## src/rtl/dbus_arbiter.sv

```systemverilog
// -----------------------------------------------------------------------------
// dbus_arbiter
//   Shares the single data bus between N_REQ requesters. Requester 0 is the
//   IF-stage MMU page-table walker, requester 1 the MEM-stage load/store unit.
//   The winning request is latched at grant time and presented to the bus
//   unchanged until the bus answers with data_ok. The bus response is routed
//   back to the owner only. A squashed owner's transfer is drained (never
//   withdrawn from the bus) with its response suppressed.
//
// Build option:
//   DBUS_ARB_RR_EN  defined   -> round-robin arbitration, search starts at
//                                (last_owner + 1) mod N_REQ
//                   undefined -> fixed priority, lowest index wins
//
// Ports:
//   clk      in   system clock
//   rst      in   asynchronous reset, active-low
//   req_i    in   per-requester request (valid, addr, size, strobe, data)
//   resp_o   out  per-requester response (addr_ok, data_ok, data)
//   dreq     out  request to the shared data bus (registered)
//   dresp    in   response from the shared data bus
//   flush_i  in   per-requester squash
//   grant_o  out  one-hot current owner, zero when idle
//   busy_o   out  a bus transfer is outstanding
// -----------------------------------------------------------------------------
package dbus_pkg;
  typedef struct packed {
    logic        valid;
    logic [31:0] addr;
    logic [2:0]  size;
    logic [7:0]  strobe;
    logic [63:0] data;
  } dbus_req_t;

  typedef struct packed {
    logic        addr_ok;
    logic        data_ok;
    logic [63:0] data;
  } dbus_resp_t;
endpackage

module dbus_arbiter
  import dbus_pkg::*;
#(
  parameter int N_REQ = 2,
  parameter int ID_W  = $clog2(N_REQ)
) (
  input  logic                   clk,
  input  logic                   rst,
  input  dbus_req_t  [N_REQ-1:0] req_i,
  output dbus_resp_t [N_REQ-1:0] resp_o,
  output dbus_req_t              dreq,
  input  dbus_resp_t             dresp,
  input  logic       [N_REQ-1:0] flush_i,
  output logic       [N_REQ-1:0] grant_o,
  output logic                   busy_o
);

  typedef enum logic [1:0] {
    S_IDLE,
    S_BUSY,
    S_DRAIN
  } state_t;

  state_t           r_state;
  state_t           w_next_state;
  dbus_req_t        r_dreq;
  logic [N_REQ-1:0] r_grant;
  logic [ID_W-1:0]  r_owner;

  logic [N_REQ-1:0] w_qual;
  logic             w_any;
  logic [ID_W-1:0]  w_winner;
  logic             w_owner_flush;
  logic             w_load;

  // A flushed requester is excluded from arbitration in the same cycle.
  always_comb begin
    w_qual = '0;
    for (int k = 0; k < N_REQ; k++) begin
      w_qual[k] = req_i[k].valid & ~flush_i[k];
    end
  end

  assign w_any         = |w_qual;
  assign w_owner_flush = flush_i[r_owner];

`ifdef DBUS_ARB_RR_EN
  logic [ID_W-1:0] r_last;
  logic            w_found;

  // Search starts one past the previous owner and wraps around.
  always_comb begin
    w_winner = '0;
    w_found  = 1'b0;
    for (int i = 1; i <= N_REQ; i++) begin
      if (!w_found && w_qual[(int'(r_last) + i) % N_REQ]) begin
        w_found  = 1'b1;
        w_winner = ID_W'((int'(r_last) + i) % N_REQ);
      end
    end
  end

  // Reset to the highest index so requester 0 wins the first arbitration.
  always_ff @(posedge clk or negedge rst) begin
    if (!rst) begin
      r_last <= ID_W'(N_REQ - 1);
    end else if (w_load) begin
      r_last <= w_winner;
    end
  end
`else
  // Scanning downward leaves the lowest qualifying index as the winner.
  always_comb begin
    w_winner = '0;
    for (int i = N_REQ - 1; i >= 0; i--) begin
      if (w_qual[i]) begin
        w_winner = ID_W'(i);
      end
    end
  end
`endif

  // Next-state and response routing. The owner's response is cut off in the
  // very cycle its flush arrives, including a coincident data_ok.
  always_comb begin
    w_next_state = r_state;
    w_load       = 1'b0;
    resp_o       = '0;
    unique case (r_state)
      S_IDLE: begin
        if (w_any) begin
          w_next_state = S_BUSY;
          w_load       = 1'b1;
        end
      end
      S_BUSY: begin
        if (!w_owner_flush) begin
          resp_o[r_owner] = dresp;
        end
        if (dresp.data_ok) begin
          w_next_state = S_IDLE;
        end else if (w_owner_flush) begin
          w_next_state = S_DRAIN;
        end
      end
      S_DRAIN: begin
        if (dresp.data_ok) begin
          w_next_state = S_IDLE;
        end
      end
      default: begin
        w_next_state = S_IDLE;
      end
    endcase
  end

  always_ff @(posedge clk or negedge rst) begin
    if (!rst) begin
      r_state <= S_IDLE;
    end else begin
      r_state <= w_next_state;
    end
  end

  // The latched request stays valid through DRAIN: an issued transfer is
  // never pulled back from the bus.
  always_ff @(posedge clk or negedge rst) begin
    if (!rst) begin
      r_dreq  <= '0;
      r_grant <= '0;
      r_owner <= '0;
    end else if (w_load) begin
      r_dreq  <= req_i[w_winner];
      r_grant <= {{(N_REQ-1){1'b0}}, 1'b1} << w_winner;
      r_owner <= w_winner;
    end else if (w_next_state == S_IDLE) begin
      r_dreq.valid <= 1'b0;
      r_grant      <= '0;
    end
  end

  assign dreq    = r_dreq;
  assign grant_o = r_grant;
  assign busy_o  = (r_state != S_IDLE);

endmodule

```

## config.mk

```make
export PLATFORM = sky130hd
export DESIGN_NAME = dbus_arbiter
export DESIGN_NICKNAME = d
export VERILOG_FILES = /design/src/rtl/dbus_arbiter.sv
export SDC_FILE = /design/constraint.sdc
export NUM_CORES = 1
export LEC_CHECK = 0
export ABC_CLOCK_PERIOD_IN_PS = 2200
export CAP_MARGIN = 20
export CORE_AREA = 2 2 204 206
export CTS_CLUSTER_DIAMETER = 100
export DETAILED_ROUTE_END_ITERATION = 16
export DIE_AREA = 0 0 206 208
export DONT_BUFFER_PORTS = 1
export SLEW_MARGIN = 20
export SYNTH_ARGS = -nofsm -noshare
export SYNTH_HDL_FRONTEND = slang
export SYNTH_SLANG_ARGS = --single-unit
```

## constraint.sdc

```tcl
create_clock -name clk -period 2.2 [get_ports clk]
set_input_delay 0.22 -clock clk [delete_from_list [all_inputs] [get_ports clk]]
set_output_delay 0.22 -clock clk [all_outputs]
set_load 0.03 [all_outputs]
```

Word-level counts from Yosys, hierarchy flattened
Cells that the tools add are included.
Cells by class
  $add $sub $neg: 0
  $mul: 0
  div/mod/pow operators: 0
  magnitude comparators: 3
  equal/unequal tests: 2
  shifts and indexed selects: 1
  multiplexer cells: 21
  bitwise operators: 5
  reduce and logical (&&, ||, !) cells: 6
Operators with widths (count)
  132-bit two-way mux: 2
  108-bit two-way mux: 2
  132-bit AND: 1
  66-bit demux with 1-bit select: 1
  66-bit two-way mux: 1
  2-bit two-way mux: 6
  1-bit two-way mux: 8
  2-bit one-hot mux with 3 select lines: 1
  2-bit zero test: 2
  1-bit by 2-bit < comparator with 1-bit output, second input constant: 2
  2-bit nonzero test: 2
  1-bit AND: 2
  2-bit by 1-bit == test with 1-bit output, second input constant: 1
  2-bit == test, second input constant: 1
  1-bit inverter: 2
  2-bit OR reduction: 1
  1-bit by 1-bit left shift with 2-bit output, first input constant: 1
  1-bit greater-or-equal comparator, second input constant: 1
  1-bit logical AND: 1
Storage, ports and cells
  register bits: 113
  bits in latches: 0
  bits in writable memories: 0
  ROM bits: 0
  input bits: 286
  output and inout port bits: 243
  logic and storage cells: 46
  memories: 0

Longest topological paths before layout
  depth in word-level cells: 8
  mapped depth: 7
  depth with buffers taken out: 4

Worst setup path before layout
No wires, ideal clock.
  kind: register to output
  start: reg r_state[1]
  end: out resp_o[26] in the netlist's numbering
  data arrival time: 1430 ps
  data required time: 1980 ps
  setup slack: 550 ps
  cell stages (with the launch flop): 6
  buffers on the path: 2
  path through: dfrtp_1 -> nand2b_4 -> nor3_2 -> clkbuf_2 -> clkbuf_1 -> and2_1
RTL lines
  start: declaration: RTL line 65  | state_t r_state;
  start signal: assignment: RTL line 162  | r_state <= w_next_state;
  end: declaration: RTL line 51  | output dbus_resp_t [N_REQ-1:0] resp_o,

==> results.py <==
metrics = {
    "clock_tree": {
        "clk_pin_slew_ns": 0.07,
        "cts_root_buf": "clkbuf_16",
        "cts_tree": "yes",
        "cts_hold_buf": 180,
        "cts_buffers": 17,
        "htreeDepth": 4,
        "clockBufferDepth": 2,
        "cts.sinks": 113,
        "clock_latency_ns": 0.45,
    },
    "synth": {
        "ys_ff_latch": 113,
        "synthTopCellsByCount": "and2_1 (133), dfrtp_1 (113), nand2_1 (109)",
        "synth.avg_cell_area_sq_um": 9.06,
        "ys.flop_type": "dfrtp_1",
        "synth_top_cells_by_area": "dfrtp_1 (48%), and2_1 (14%), o22ai_1 (8.4%)",
        "synth_top_area_frac": 0.481,
        "ys_seq_area_frac": 0.481,
        "synth_most_common_cell": "and2_1",
        "synth_edf_count": 0,
        "netlist_area_sq_um": 5870,
        "synth_nets": 934,
        "synthCells": 648,
        "synth_warnings": 0,
        "yosysTopAreaCell": "dfrtp_1",
        "synthArstFlopShare": 1.00,
        "netlist-cell-type-count": 28,
    },
    "placed_design": {
        "gp_congestion": 0.866,
        "dp_hpwl_um": 16600,
        "place_area_sq_um": 6450,
        "io_buffers": 0,
        "dp_slack_ns": 0.508,
    },
    "global_routing": {
        "antenna_found_initial": 2,
        "grt_pass1_vias": 5754,
        "grt_first_pass_wirelength_um": 34900,
        "grt.overflow.total": 0,
        "grtUsageTotal": 0.111,
        "grt_max_degree": 118,
    },
    "final_layout": {
        "fill_cells": 4309,
        "finish.utilization": 0.226,
        "regArea_sq_um": 2830,
        "syn_to_final_growth_pct": 55.9,
        "multi_input_area_sq_um": 2830,
        "final_nets": 1095,
        "drive_above_1_share": 0.157,
        "fin_area_sq_um": 9150,
    },
    "setup_path": {
        "reg2reg_from": "r_state[0]$_DFF_PN0_",
        "r2r_end": "dreq[14]$_DFFE_PN0P_",
        "critical-path-max-stage-delay_ns": 0.44,
        "rr_worst_depth": 6,
        "cp_num_buf_inv": 2,
        "crit_end": "resp_o[76]",
        "cp_data_arrival_time_ns": 1.93,
        "required_ns": 1.98,
        "critPathLaunch": "r_state[1]$_DFF_PN0_",
        "cp.depth": 5,
        "r2r_slack_ns": 0.13,
        "start_kind": "flip-flop",
        "crit_path_max_fanout": 33,
        "worst_path_max_delay_cell": "dfrtp_2",
        "end_kind": "output port",
        "path_cells": "nand2b_4 -> nor3b_4 -> buf_12 -> clkbuf_16 -> and2_2",
        "path_class": "reg2out",
        "cp_top_family": "simple AND/OR/NAND/NOR gates",
    },
    "floorplanning": {
        "core-area_sq_um": 40600,
        "num_rows": 74,
        "die_w_um": 206,
        "chipHeight_um": 208,
        "start_util": 0.145,
        "fp.dieArea_sq_um": 42800,
        "ios": 529,
    },
    "route": {
        "initialDrtViolationCount": 428,
        "num_vias": 5846,
        "drc": 0,
        "ant_nets": 0,
        "vias_per_cell": 4.31,
        "wl_per_cell_um": 20.2,
        "drt-total-wl_um": 27500,
        "drt_first_pass_iters": 5,
    },
    "timing": {
        "finalCritPeriodShare": 0.977,
        "drv_slew": 0,
        "whs_ns": -0.523,
        "max_freq_mhz": 465,
        "max_slew_margin": 0.649,
        "finClkSkew_ns": 0.0193,
        "setup_viol_count_final": 0,
        "worstMarginPinSlew_ns": 0.525,
        "finalCriticalPeriod_ns": 2.15,
        "hold_viol": 113,
        "fin_ws_ns": 0.0511,
        "rsz0062_at_grt": "yes",
    },
    "power": {
        "ir_drop_mv": 0.463,
        "powerDensity_nw_per_um2": 1140,
        "total_power_mw": 10.5,
        "cellLeakagePower_nw": 3.67,
    },
    "outcome": {
        "status": "finished with violations",
        "violations": "negative hold slack",
    },
    "min_path": {
        "hp-class": "in2async",
    },
    "run": {
        "maxCapViolCount": 0,
    },
}
-- worst min path at each step --
stage | from | to | slack, ns
finish | rst | dreq[98]$_DFFE_PN0P_ | -0.52
global route | rst | dreq[98]$_DFFE_PN0P_ | -0.57
CTS | rst | dreq[20]$_DFFE_PN0P_ | -0.58
detailed placement | rst | dreq[98]$_DFFE_PN0P_ | -0.07
global placement | rst | dreq[98]$_DFFE_PN0P_ | -0.07
floorplan | rst | dreq[0]$_DFFE_PN0P_ | -0.08
-- final cells by class --
cell class / instances / area share
Multi-Input combinational cell: 475 / 0.309
Sequential cell: 113 / 0.309
Timing Repair Buffer: 200 / 0.238
Tap cell: 532 / 0.0727
Clock buffer: 21 / 0.0525
Clock inverter: 11 / 0.0164
Inverter: 2 / 0.000820
Antenna cell: 2 / 0.000547
-- cell usage in the layout, fill, tap and decap left out, types with 2 or more instances in the layout --
cell           count
bufinv_16          3
diode_2            2
nor2b_2            2
and2_2            57
inv_1              2
clkinvlp_4         5
o21ai_0           72
a21oi_1            2
and2_1            67
clkbuf_16         21
buf_6              2
dfrtp_2            2
dlygate4sd3_1    180
o22ai_1           79
inv_6              2
dfrtp_1          111
mux2i_1           29
nand2_1          109
o21ai_1           35
buf_4              3
buf_16             2
and2_4             9
clkbuf_8           4
nand2b_1           2
buf_12             9
-- power by group --
part / total (mW) / leakage, nW / internal (mW) / switching [mW]
combinational: 2.40 / 1.95 / 0.965 / 1.44
sequential: 5.06 / 1.43 / 2.83 / 2.22
clock: 3.02 / 0.294 / 1.90 / 1.12
-- per-stage QoR --
| step | TNS (ns) | std cells |
|---|---|---|
| floorplan | 0 | 648 |
| global placement | 0 | 1134 |
| detailed placement | 0 | 1134 |
| CTS | 0 | 1346 |
| global route | -0.316 | 1355 |
| finish | 0 | 1356 |
-- registers in the layout (all words and copies together), names as in the netlist --
signal and count:
r_owner 1, r_state 2, dreq 108, grant_o 2
-- routing by layer --
metal,GRT usage,wire [um],up-vias
met5,0,13,-
met4,0.0411,616,2
met3,0.0533,3010,43
met2,0.176,13100,383
met1,0.128,10700,2859
li1,-,-,2559
-- cell families (layout without fill, tap and decap cells) --
group,Yosys count,after routing,synth area share
AO/OA/AOI/OAI,193,193,0.185
buffers and inverters,60,234,0.0565
flip-flops,113,113,0.481
multiplexers,30,30,0.0513
other,0,2,0
AND/OR/NAND/NOR,252,252,0.225
-- timing repair --
item | 4_1_cts | 5_1_grt
hold endpoints to repair | 215 | 113
cloned | 0 | 5
setup buffers | 0 | 3
setup endpoints to repair | 2 | 175
gates resized for setup | 2 | 78
(Power assumes the default switching activity.)
